===== config.mk =====
export PLATFORM = sky130hd
export DESIGN_NAME = ysyx_25010008_axi_arbiter_flat
export DESIGN_NICKNAME = d
export VERILOG_FILES = /design/src/rtl/ysyx_25010008_axi_arbiter_if.sv /design/src/rtl/ysyx_25010008_axi_arbiter.sv /design/src/flat_wrapper.sv
export SDC_FILE = /design/constraint.sdc
export NUM_CORES = 1
export LEC_CHECK = 0
export BUFFER_PORTS_ARGS = -buffer_cell sky130_fd_sc_hd__buf_4
export CORE_AREA = 2 2 172 174
export CTS_BUF_LIST = sky130_fd_sc_hd__clkbuf_8
export CTS_CLUSTER_SIZE = 12
export DETAILED_ROUTE_END_ITERATION = 16
export DIE_AREA = 0 0 174 176
export GPL_TIMING_DRIVEN = 0
export PLACE_DENSITY = 0.37
export SLEW_MARGIN = 5
export SYNTH_ARGS = -nofsm -noshare
export SYNTH_HDL_FRONTEND = slang
export SYNTH_SLANG_ARGS = --single-unit
export TNS_END_PERCENT = 30

===== constraint.sdc =====
create_clock -name clock -period 1.7 [get_ports clock]
set_input_delay 0.085 -clock clock [delete_from_list [all_inputs] [get_ports clock]]
set_output_delay 0.085 -clock clock [all_outputs]
set_load 0.02 [all_outputs]

===== src/rtl/ysyx_25010008_axi_arbiter_if.sv =====
// AXI4-Lite bundle shared by the arbiter's two master ports and its slave port.
// "master" drives requests; "slave" answers them.
interface ysyx_25010008_axi_if #(
  parameter int unsigned ADDR_W = 32,
  parameter int unsigned DATA_W = 32
) ();

  logic [ADDR_W-1:0]   araddr;
  logic                arvalid;
  logic                arready;

  logic [DATA_W-1:0]   rdata;
  logic [1:0]          rresp;
  logic                rvalid;
  logic                rready;

  logic [ADDR_W-1:0]   awaddr;
  logic                awvalid;
  logic                awready;

  logic [DATA_W-1:0]   wdata;
  logic [DATA_W/8-1:0] wstrb;
  logic                wvalid;
  logic                wready;

  logic [1:0]          bresp;
  logic                bvalid;
  logic                bready;

  modport master (
    output araddr, arvalid, input  arready,
    input  rdata, rresp, rvalid, output rready,
    output awaddr, awvalid, input  awready,
    output wdata, wstrb, wvalid, input  wready,
    input  bresp, bvalid, output bready
  );

  modport slave (
    input  araddr, arvalid, output arready,
    output rdata, rresp, rvalid, input  rready,
    input  awaddr, awvalid, output awready,
    input  wdata, wstrb, wvalid, output wready,
    output bresp, bvalid, input  bready
  );

endinterface


===== src/rtl/ysyx_25010008_axi_arbiter.sv =====
// Two-master (IFU=m0, LSU=m1) to one-slave AXI4-Lite arbiter, one whole transaction per grant.
// Define YSYX_ARB_RR_EN for round-robin arbitration; otherwise m1 has fixed priority.
module ysyx_25010008_axi_arbiter #(
  parameter int unsigned ADDR_W = 32,
  parameter int unsigned DATA_W = 32
) (
  input  logic                 clock,
  input  logic                 reset,
  ysyx_25010008_axi_if.slave   m0,
  ysyx_25010008_axi_if.slave   m1,
  ysyx_25010008_axi_if.master  s,
  output logic [1:0]           grant,
  output logic                 busy
);

  typedef enum logic [2:0] {
    StIdle,
    StRdAddr,
    StRdData,
    StWrAddr,
    StWrData,
    StWrResp
  } state_e;

  state_e r_state;
  state_e w_state_nxt;
  logic   r_owner;
  logic   w_owner_nxt;
  logic   r_last;
  logic   w_last_nxt;

  logic   w_req0;
  logic   w_req1;
  logic   w_win;
  logic   w_win_aw;

  // Request side of the current owner
  logic [ADDR_W-1:0]   w_araddr;
  logic                w_arvalid;
  logic                w_rready;
  logic [ADDR_W-1:0]   w_awaddr;
  logic                w_awvalid;
  logic [DATA_W-1:0]   w_wdata;
  logic [DATA_W/8-1:0] w_wstrb;
  logic                w_wvalid;
  logic                w_bready;

  // Response side destined for the current owner
  logic                w_arready;
  logic [DATA_W-1:0]   w_rdata;
  logic [1:0]          w_rresp;
  logic                w_rvalid;
  logic                w_awready;
  logic                w_wready;
  logic [1:0]          w_bresp;
  logic                w_bvalid;

  assign w_req0 = m0.arvalid | m0.awvalid;
  assign w_req1 = m1.arvalid | m1.awvalid;

`ifdef YSYX_ARB_RR_EN
  assign w_win = (w_req0 && w_req1) ? ~r_last : w_req1;
`else
  assign w_win = w_req1;
`endif

  assign w_win_aw = w_win ? m1.awvalid : m0.awvalid;

  assign w_araddr  = r_owner ? m1.araddr  : m0.araddr;
  assign w_arvalid = r_owner ? m1.arvalid : m0.arvalid;
  assign w_rready  = r_owner ? m1.rready  : m0.rready;
  assign w_awaddr  = r_owner ? m1.awaddr  : m0.awaddr;
  assign w_awvalid = r_owner ? m1.awvalid : m0.awvalid;
  assign w_wdata   = r_owner ? m1.wdata   : m0.wdata;
  assign w_wstrb   = r_owner ? m1.wstrb   : m0.wstrb;
  assign w_wvalid  = r_owner ? m1.wvalid  : m0.wvalid;
  assign w_bready  = r_owner ? m1.bready  : m0.bready;

  always_ff @(posedge clock or negedge reset) begin
    if (!reset) begin
      r_state <= StIdle;
      r_owner <= 1'b0;
      r_last  <= 1'b1;
    end else begin
      r_state <= w_state_nxt;
      r_owner <= w_owner_nxt;
      r_last  <= w_last_nxt;
    end
  end

  always_comb begin
    w_state_nxt = r_state;
    w_owner_nxt = r_owner;
    w_last_nxt  = r_last;
    unique case (r_state)
      StIdle: begin
        if (w_req0 || w_req1) begin
          w_owner_nxt = w_win;
          // Within one master a pending write goes ahead of a pending read
          w_state_nxt = w_win_aw ? StWrAddr : StRdAddr;
        end
      end
      StRdAddr: begin
        if (w_arvalid && s.arready) w_state_nxt = StRdData;
      end
      StRdData: begin
        if (s.rvalid && w_rready) begin
          w_last_nxt  = r_owner;
          w_state_nxt = StIdle;
        end
      end
      StWrAddr: begin
        if (w_awvalid && s.awready) w_state_nxt = StWrData;
      end
      StWrData: begin
        if (w_wvalid && s.wready) w_state_nxt = StWrResp;
      end
      StWrResp: begin
        if (s.bvalid && w_bready) begin
          w_last_nxt  = r_owner;
          w_state_nxt = StIdle;
        end
      end
      default: w_state_nxt = StIdle;
    endcase
  end

  // Only the channel belonging to the current state is opened; everything else reads 0
  always_comb begin
    s.araddr  = '0;
    s.arvalid = 1'b0;
    s.rready  = 1'b0;
    s.awaddr  = '0;
    s.awvalid = 1'b0;
    s.wdata   = '0;
    s.wstrb   = '0;
    s.wvalid  = 1'b0;
    s.bready  = 1'b0;
    w_arready = 1'b0;
    w_rdata   = '0;
    w_rresp   = 2'b00;
    w_rvalid  = 1'b0;
    w_awready = 1'b0;
    w_wready  = 1'b0;
    w_bresp   = 2'b00;
    w_bvalid  = 1'b0;
    unique case (r_state)
      StRdAddr: begin
        s.araddr  = w_araddr;
        s.arvalid = w_arvalid;
        w_arready = s.arready;
      end
      StRdData: begin
        w_rdata  = s.rdata;
        w_rresp  = s.rresp;
        w_rvalid = s.rvalid;
        s.rready = w_rready;
      end
      StWrAddr: begin
        s.awaddr  = w_awaddr;
        s.awvalid = w_awvalid;
        w_awready = s.awready;
      end
      StWrData: begin
        s.wdata  = w_wdata;
        s.wstrb  = w_wstrb;
        s.wvalid = w_wvalid;
        w_wready = s.wready;
      end
      StWrResp: begin
        w_bresp  = s.bresp;
        w_bvalid = s.bvalid;
        s.bready = w_bready;
      end
      default: ;
    endcase
  end

  always_comb begin
    m0.arready = 1'b0;
    m0.rdata   = '0;
    m0.rresp   = 2'b00;
    m0.rvalid  = 1'b0;
    m0.awready = 1'b0;
    m0.wready  = 1'b0;
    m0.bresp   = 2'b00;
    m0.bvalid  = 1'b0;
    m1.arready = 1'b0;
    m1.rdata   = '0;
    m1.rresp   = 2'b00;
    m1.rvalid  = 1'b0;
    m1.awready = 1'b0;
    m1.wready  = 1'b0;
    m1.bresp   = 2'b00;
    m1.bvalid  = 1'b0;
    if (r_owner) begin
      m1.arready = w_arready;
      m1.rdata   = w_rdata;
      m1.rresp   = w_rresp;
      m1.rvalid  = w_rvalid;
      m1.awready = w_awready;
      m1.wready  = w_wready;
      m1.bresp   = w_bresp;
      m1.bvalid  = w_bvalid;
    end else begin
      m0.arready = w_arready;
      m0.rdata   = w_rdata;
      m0.rresp   = w_rresp;
      m0.rvalid  = w_rvalid;
      m0.awready = w_awready;
      m0.wready  = w_wready;
      m0.bresp   = w_bresp;
      m0.bvalid  = w_bvalid;
    end
  end

  assign busy  = (r_state != StIdle);
  assign grant = busy ? {r_owner, ~r_owner} : 2'b00;

endmodule


===== src/flat_wrapper.sv =====
// flat-port wrapper written by rule: the top's interface ports become plain ports
module ysyx_25010008_axi_arbiter_flat 
#(
  parameter int unsigned ADDR_W = 32,
  parameter int unsigned DATA_W = 32
)
  (clock, reset, grant, busy, m0_araddr, m0_arvalid, m0_arready, m0_rdata, m0_rresp, m0_rvalid, m0_rready, m0_awaddr, m0_awvalid, m0_awready, m0_wdata, m0_wstrb, m0_wvalid, m0_wready, m0_bresp, m0_bvalid, m0_bready, m1_araddr, m1_arvalid, m1_arready, m1_rdata, m1_rresp, m1_rvalid, m1_rready, m1_awaddr, m1_awvalid, m1_awready, m1_wdata, m1_wstrb, m1_wvalid, m1_wready, m1_bresp, m1_bvalid, m1_bready, s_araddr, s_arvalid, s_arready, s_rdata, s_rresp, s_rvalid, s_rready, s_awaddr, s_awvalid, s_awready, s_wdata, s_wstrb, s_wvalid, s_wready, s_bresp, s_bvalid, s_bready);
  ysyx_25010008_axi_if #(.ADDR_W(ADDR_W), .DATA_W(DATA_W)) m0_i ();
  ysyx_25010008_axi_if #(.ADDR_W(ADDR_W), .DATA_W(DATA_W)) m1_i ();
  ysyx_25010008_axi_if #(.ADDR_W(ADDR_W), .DATA_W(DATA_W)) s_i ();
  input  logic clock;
  input  logic reset;
  output logic [1:0] grant;
  output logic busy;
  input wire logic [$bits(m0_i.araddr)-1:0] m0_araddr;
  input wire logic [$bits(m0_i.arvalid)-1:0] m0_arvalid;
  output wire logic [$bits(m0_i.arready)-1:0] m0_arready;
  output wire logic [$bits(m0_i.rdata)-1:0] m0_rdata;
  output wire logic [$bits(m0_i.rresp)-1:0] m0_rresp;
  output wire logic [$bits(m0_i.rvalid)-1:0] m0_rvalid;
  input wire logic [$bits(m0_i.rready)-1:0] m0_rready;
  input wire logic [$bits(m0_i.awaddr)-1:0] m0_awaddr;
  input wire logic [$bits(m0_i.awvalid)-1:0] m0_awvalid;
  output wire logic [$bits(m0_i.awready)-1:0] m0_awready;
  input wire logic [$bits(m0_i.wdata)-1:0] m0_wdata;
  input wire logic [$bits(m0_i.wstrb)-1:0] m0_wstrb;
  input wire logic [$bits(m0_i.wvalid)-1:0] m0_wvalid;
  output wire logic [$bits(m0_i.wready)-1:0] m0_wready;
  output wire logic [$bits(m0_i.bresp)-1:0] m0_bresp;
  output wire logic [$bits(m0_i.bvalid)-1:0] m0_bvalid;
  input wire logic [$bits(m0_i.bready)-1:0] m0_bready;
  input wire logic [$bits(m1_i.araddr)-1:0] m1_araddr;
  input wire logic [$bits(m1_i.arvalid)-1:0] m1_arvalid;
  output wire logic [$bits(m1_i.arready)-1:0] m1_arready;
  output wire logic [$bits(m1_i.rdata)-1:0] m1_rdata;
  output wire logic [$bits(m1_i.rresp)-1:0] m1_rresp;
  output wire logic [$bits(m1_i.rvalid)-1:0] m1_rvalid;
  input wire logic [$bits(m1_i.rready)-1:0] m1_rready;
  input wire logic [$bits(m1_i.awaddr)-1:0] m1_awaddr;
  input wire logic [$bits(m1_i.awvalid)-1:0] m1_awvalid;
  output wire logic [$bits(m1_i.awready)-1:0] m1_awready;
  input wire logic [$bits(m1_i.wdata)-1:0] m1_wdata;
  input wire logic [$bits(m1_i.wstrb)-1:0] m1_wstrb;
  input wire logic [$bits(m1_i.wvalid)-1:0] m1_wvalid;
  output wire logic [$bits(m1_i.wready)-1:0] m1_wready;
  output wire logic [$bits(m1_i.bresp)-1:0] m1_bresp;
  output wire logic [$bits(m1_i.bvalid)-1:0] m1_bvalid;
  input wire logic [$bits(m1_i.bready)-1:0] m1_bready;
  output wire logic [$bits(s_i.araddr)-1:0] s_araddr;
  output wire logic [$bits(s_i.arvalid)-1:0] s_arvalid;
  input wire logic [$bits(s_i.arready)-1:0] s_arready;
  input wire logic [$bits(s_i.rdata)-1:0] s_rdata;
  input wire logic [$bits(s_i.rresp)-1:0] s_rresp;
  input wire logic [$bits(s_i.rvalid)-1:0] s_rvalid;
  output wire logic [$bits(s_i.rready)-1:0] s_rready;
  output wire logic [$bits(s_i.awaddr)-1:0] s_awaddr;
  output wire logic [$bits(s_i.awvalid)-1:0] s_awvalid;
  input wire logic [$bits(s_i.awready)-1:0] s_awready;
  output wire logic [$bits(s_i.wdata)-1:0] s_wdata;
  output wire logic [$bits(s_i.wstrb)-1:0] s_wstrb;
  output wire logic [$bits(s_i.wvalid)-1:0] s_wvalid;
  input wire logic [$bits(s_i.wready)-1:0] s_wready;
  input wire logic [$bits(s_i.bresp)-1:0] s_bresp;
  input wire logic [$bits(s_i.bvalid)-1:0] s_bvalid;
  output wire logic [$bits(s_i.bready)-1:0] s_bready;
  assign m0_i.araddr = m0_araddr;
  assign m0_i.arvalid = m0_arvalid;
  assign m0_arready = m0_i.arready;
  assign m0_rdata = m0_i.rdata;
  assign m0_rresp = m0_i.rresp;
  assign m0_rvalid = m0_i.rvalid;
  assign m0_i.rready = m0_rready;
  assign m0_i.awaddr = m0_awaddr;
  assign m0_i.awvalid = m0_awvalid;
  assign m0_awready = m0_i.awready;
  assign m0_i.wdata = m0_wdata;
  assign m0_i.wstrb = m0_wstrb;
  assign m0_i.wvalid = m0_wvalid;
  assign m0_wready = m0_i.wready;
  assign m0_bresp = m0_i.bresp;
  assign m0_bvalid = m0_i.bvalid;
  assign m0_i.bready = m0_bready;
  assign m1_i.araddr = m1_araddr;
  assign m1_i.arvalid = m1_arvalid;
  assign m1_arready = m1_i.arready;
  assign m1_rdata = m1_i.rdata;
  assign m1_rresp = m1_i.rresp;
  assign m1_rvalid = m1_i.rvalid;
  assign m1_i.rready = m1_rready;
  assign m1_i.awaddr = m1_awaddr;
  assign m1_i.awvalid = m1_awvalid;
  assign m1_awready = m1_i.awready;
  assign m1_i.wdata = m1_wdata;
  assign m1_i.wstrb = m1_wstrb;
  assign m1_i.wvalid = m1_wvalid;
  assign m1_wready = m1_i.wready;
  assign m1_bresp = m1_i.bresp;
  assign m1_bvalid = m1_i.bvalid;
  assign m1_i.bready = m1_bready;
  assign s_araddr = s_i.araddr;
  assign s_arvalid = s_i.arvalid;
  assign s_i.arready = s_arready;
  assign s_i.rdata = s_rdata;
  assign s_i.rresp = s_rresp;
  assign s_i.rvalid = s_rvalid;
  assign s_rready = s_i.rready;
  assign s_awaddr = s_i.awaddr;
  assign s_awvalid = s_i.awvalid;
  assign s_i.awready = s_awready;
  assign s_wdata = s_i.wdata;
  assign s_wstrb = s_i.wstrb;
  assign s_wvalid = s_i.wvalid;
  assign s_i.wready = s_wready;
  assign s_i.bresp = s_bresp;
  assign s_i.bvalid = s_bvalid;
  assign s_bready = s_i.bready;
  ysyx_25010008_axi_arbiter #(.ADDR_W(ADDR_W), .DATA_W(DATA_W)) u_core (.clock(clock), .reset(reset), .m0(m0_i), .m1(m1_i), .s(s_i), .grant(grant), .busy(busy));
endmodule

# == Word level (Yosys, flattened, before mapping) ==
# Index checks and enable logic that the tools add are counted.
# totals
reg_bits,4
inputBits,253
out_inout_bits,190
word_cells,78
# classes
eq_ne,11
mux,52
n_bitwise,3
reduce_logical,10
# ops
operator,n
2-to-1 mux 32 bit,9
2-to-1 mux 1 bit,26
2-to-1 mux 3 bit,6
one-hot mux 3 bit (6 select lines),1
2-to-1 mux 2 bit,8
"inequality test 2 x 1 -> 1 bit, second input constant",6
2-to-1 mux 4 bit,2
"== test 3 x 2 -> 1 bit, second input constant",2
"== test 3 bit, second input constant",2
AND reduction 6 bit,1
logical AND 1 bit,5
"== test 3 x 1 -> 1 bit, second input constant",1
zero test 3 bit,1
nonzero test 3 bit,1
bitwise OR 1 bit,2
AND reduction 2 bit,1
logical OR 1 bit,1
inverter 1 bit,1

# == Depth between registers and ports, before layout ==
# logic_depth
ltp_word,5
mapped_depth,6
depth_no_buf,5

# == Least setup slack after synthesis ==
# OpenSTA, ideal clock, no wires.
# synth_timing
path_type,register -> register
start,reg u_core.r_owner
end,reg u_core.r_state[0]
setup_time_ns,0.127
t_arrival_ns,1.470
t_required_ns,1.573
path_slack_ns,0.103
path_stages_with_launch,7
path_buffers,1
synth_period_minus_slack_ns,1.597
path_cell_list,dfrtp_1 > buf_6 > mux2i_1 > nor2_1 > or3_4 > nand3_2 > mux2_1
# synth_between
elab_chain_cells,4
word_cells_on_any_way,16
classes_between,eq/ne: 5; mux: 5; reduce/logical: 6
# synth_lines
item,line_no,rtl
from (decl),ysyx_25010008_axi_arbiter.sv:27,logic r_owner;
from (signal assigned),ysyx_25010008_axi_arbiter.sv:86,r_owner <= w_owner_nxt;
2-to-1 mux 1 bit (on tied branches),n/a,
logical AND 1 bit (on tied branches),n/a,
inequality test 2 x 1 -> 1 bit (no line),n/a,
AND reduction 6 bit (no line) *,n/a,
to (signal assigned),ysyx_25010008_axi_arbiter.sv:81,r_state <= StIdle;
to (signal assigned),ysyx_25010008_axi_arbiter.sv:85,r_state <= w_state_nxt;
to (decl),ysyx_25010008_axi_arbiter.sv:25,state_e r_state;
# Mark *: on every way between the ends. The rest lies on a longest branch, timed or not.
# A chain may end at the register's enable or synchronous reset.

# == Worst setup path in the final report ==
# layout_timing
start,reg u_core.r_state[2]
end,out s_awaddr[5]
# layout_between
elab_chain_cells,2
# layout_lines
item,line_no,rtl
== test 3 x 2 -> 1 bit,ysyx_25010008_axi_arbiter.sv:147,unique case (r_state)
2-to-1 mux 32 bit,ysyx_25010008_axi_arbiter.sv:147,
to (decl),flat_wrapper.sv:56,output wire logic [$bits(s_i.awaddr)-1:0] s_awaddr;
# Every way passes these cells.

==> reports/metrics.cfg <==
[global_routing]
grt_pass1_vias = 4304
grt_usage_pct = 11.2
antenna_found_initial = 1
grt_max_degree = 11
grt_pass1_wl_microns = 26500
grt_overflow = 0

[route]
drc = 0
drt_wl_total_microns = 19700
ant_nets = 0
first_iter_violations = 61
vias = 4331
dr.pass1.iters = 4
wl_per_cell_microns = 16.2
viasPerCell = 3.57

[clocking]
clk_pin_slew_ns = 0.03
clock_path_buffers = 2
cts_tree = yes
numCtsBuffers = 3
cts.sinks = 4
root_buffer = clkbuf_8
htree_levels = 1
clock_latency_ns = 0.22

[cells_and_area]
nets = 1083
fin_cells = 1213
drive_gt1_share_pct = 71.5
area_growth_syn_to_layout_pct = 205

[pwr]
ir_worst_vdd_v = 0.000391
cellLeakagePower_nw = 3.89
powerDensity_nw_per_um2 = 1230
total_power_mw = 9.17

[floorplanning]
core_area_sq_um = 28500
rows = 62
die_w_microns = 174
start_util_pct = 8.57
fp.dieH_microns = 176
ioPinCount = 443
die_area_sq_um = 30600

[timing]
rsz0062_at_grt = yes
fmax_ghz = 0.572
period_share_pct = 103
hold_violations = 0
report.final.slew_viol_count = 0
worst_pin_slew_ns = 0.385
fin_ws_ns = -0.0482
setup_viol = 59
slew_headroom_pct = 74.0
fin_skew_ns = 0.00211
post-route-min-period_ns = 1.75
setup_tns_ns = -1.22

[synthesis]
synth_warnings = 0
postSynthCellCount = 368
syn_area_sq_um = 2450
syn_nets = 621
synth_seq_cells = 4
synth_area_per_cell_sq_um = 6.65
synth_cell_type_count = 28
synth_top_family_by_area = simple AND/OR/NAND/NOR gates
synth-adder-area-share_pct = 0
yosys.area_share.xor_xnor_pct = 0
seq_area_frac_synth_pct = 4.09
synth-compound-area-share_pct = 1.69
synthMuxAreaShare_pct = 43.5
yosys.area_share.simple_pct = 44.2

[setup_path]
crit_arrival_ns = 1.66
start_kind = register
cp_cell_sequence = nand2b_4, or2_4, clkbuf_16, nor2_2, buf_6
crit_required_ns = 1.62
crit_fanout = 9
reg2reg_from = u_core.r_owner
r2r-end = u_core.r_state[0]
crit_start = u_core.r_state[2]
criticalPathCategory = reg2out
reg2reg_depth = 6
cp-end-kind = output pin
cp_slowest_cell = dfrtp_1
reg2reg_slack_ns = -0.04
endpoint = s_awaddr[5]
cpPeakStageDelay_ns = 0.42

[run_status]
violations = negative setup slack
status = complete, but fails checks

[place]
place_congestion = 0.737
place_ws_ns = -0.459
dp_hpwl_microns = 16500
dpl.cell_count = 1194
portBuffers = 442

[job]
maxCapViolCount = 0

[hold_path]
min_path_cells = 3
min_path_type = in2reg

-- final cells by class --
cell class              instances  area [sq um]
fillers                      3180         21100
clock buffers                   3          41.3
multi-input cells             329          2560
well taps                     384           480
flip-flops and latches          4           101
inverters                       3          11.3
plain buffers                  31           450
repair buffers                458          3820
diodes                          1          2.50
-- synthesized netlist by cell type --
cell type  number  share of area, %
a2bb2oi_1       1              0.36
and2_1         77                20
and3_1          4               1.0
and4_1          1              0.36
buf_1           2              0.31
buf_2          17               3.5
buf_6           1              0.46
clkbuf_1       12               1.8
dfrtp_1         4               4.1
inv_1           3              0.46
mux2_1          2              0.92
mux2i_1       104                43
nand2_1         8               1.2
nand2b_1        1              0.26
nand3_1         1              0.20
nand3_2         1              0.41
nor2_1        110                17
nor2b_1         4               1.0
nor3_1          3              0.61
nor3_2          1              0.41
nor3b_1         2              0.61
nor3b_2         1              0.51
nor4_1          1              0.26
o21ai_0         3              0.61
o311ai_0        1              0.36
o311ai_1        1              0.36
or2_2           1              0.26
or3_4           1              0.46
-- registers in the layout, summed over array words and instances, names as in the netlist --
| name | count |
|---|---|
| u_core.r_state | 3 |
| u_core.r_owner | 1 |
-- worst min path at each step --
stage	from	end	slack [ns]
global route	m1_arvalid	u_core.r_owner	0.17
global placement	reset	u_core.r_owner	-0.11
finish	m1_arvalid	u_core.r_owner	0.14
detailed placement	reset	u_core.r_owner	-0.11
CTS	m1_arvalid	u_core.r_owner	0.14
floorplan	reset	u_core.r_owner	-0.21
-- power by group --
part | leakage, nW | switching (mW) | internal (mW)
Combinational | 3.82 | 4.32 | 4.44
Clock | 0.0216 | 0.0513 | 0.151
Sequential | 0.0480 | 0.0589 | 0.145
-- through the flow --
stage               utilization [%]  area [sq um]  hold WS, ns
floorplan                         -          2450       -0.211
global placement               21.9          6240       -0.113
detailed placement             21.9          6240       -0.108
CTS                            23.4          6690        0.137
global route                   26.2          7470        0.168
finish                         26.2          7470        0.137
-- cell families (layout without fill, tap and decap cells) --
logic type | Yosys count | after routing
buffers and inverters | 35 | 495
AO/OA/AOI/OAI | 6 | 6
flip-flops | 4 | 4
other | 0 | 1
AND/OR/NAND/NOR | 217 | 217
multiplexers | 106 | 106
-- worst max-delay path, delay by kind of cell, from the launching register on --
family                 cells  cell delay, ns
buffers and inverters      2            0.34
flip-flops                 1            0.42
AND/OR/NAND/NOR            3            0.68
-- timing repair --
action / CTS / global route
cloned: 0 / 8
hold buffers: 1 / 0
setup endpoints to repair: 181 / 152
pin swaps: 3 / 30
endpoints found under the hold margin: 4 / 0
gates resized for setup: 110 / 174
setup buffers: 5 / 2
-- layout by cell type (no fill, tap or decap), types with 2 or more instances in the layout --
cell type and count:
buf_8 13, mux2i_4 5, o21ai_0 3, buf_12 6, nor2b_1 3, and3_1 3, nor2_2 28, mux2i_1 88
clkbuf_16 7, buf_6 78, nand2_1 6, nor2_1 74, buf_4 379, nor3_1 2, mux2i_2 11, clkbuf_2 2
and2_4 35, nor2_4 8, and2_1 42, clkbuf_8 3, inv_1 2, nor3b_1 2, dfrtp_1 3
-- per-layer routing --
metal / GRT usage (%) / share of wire (%) / vias up
li1: - / - / 2145
met1: 12.5 / 38 / 1946
met2: 22.3 / 54 / 229
met3: 2.24 / 7.1 / 11
met4: 1.02 / 1.3 / 0
met5: 0 / 0 / -
Note: power is estimated with default switching activity, not from simulation.
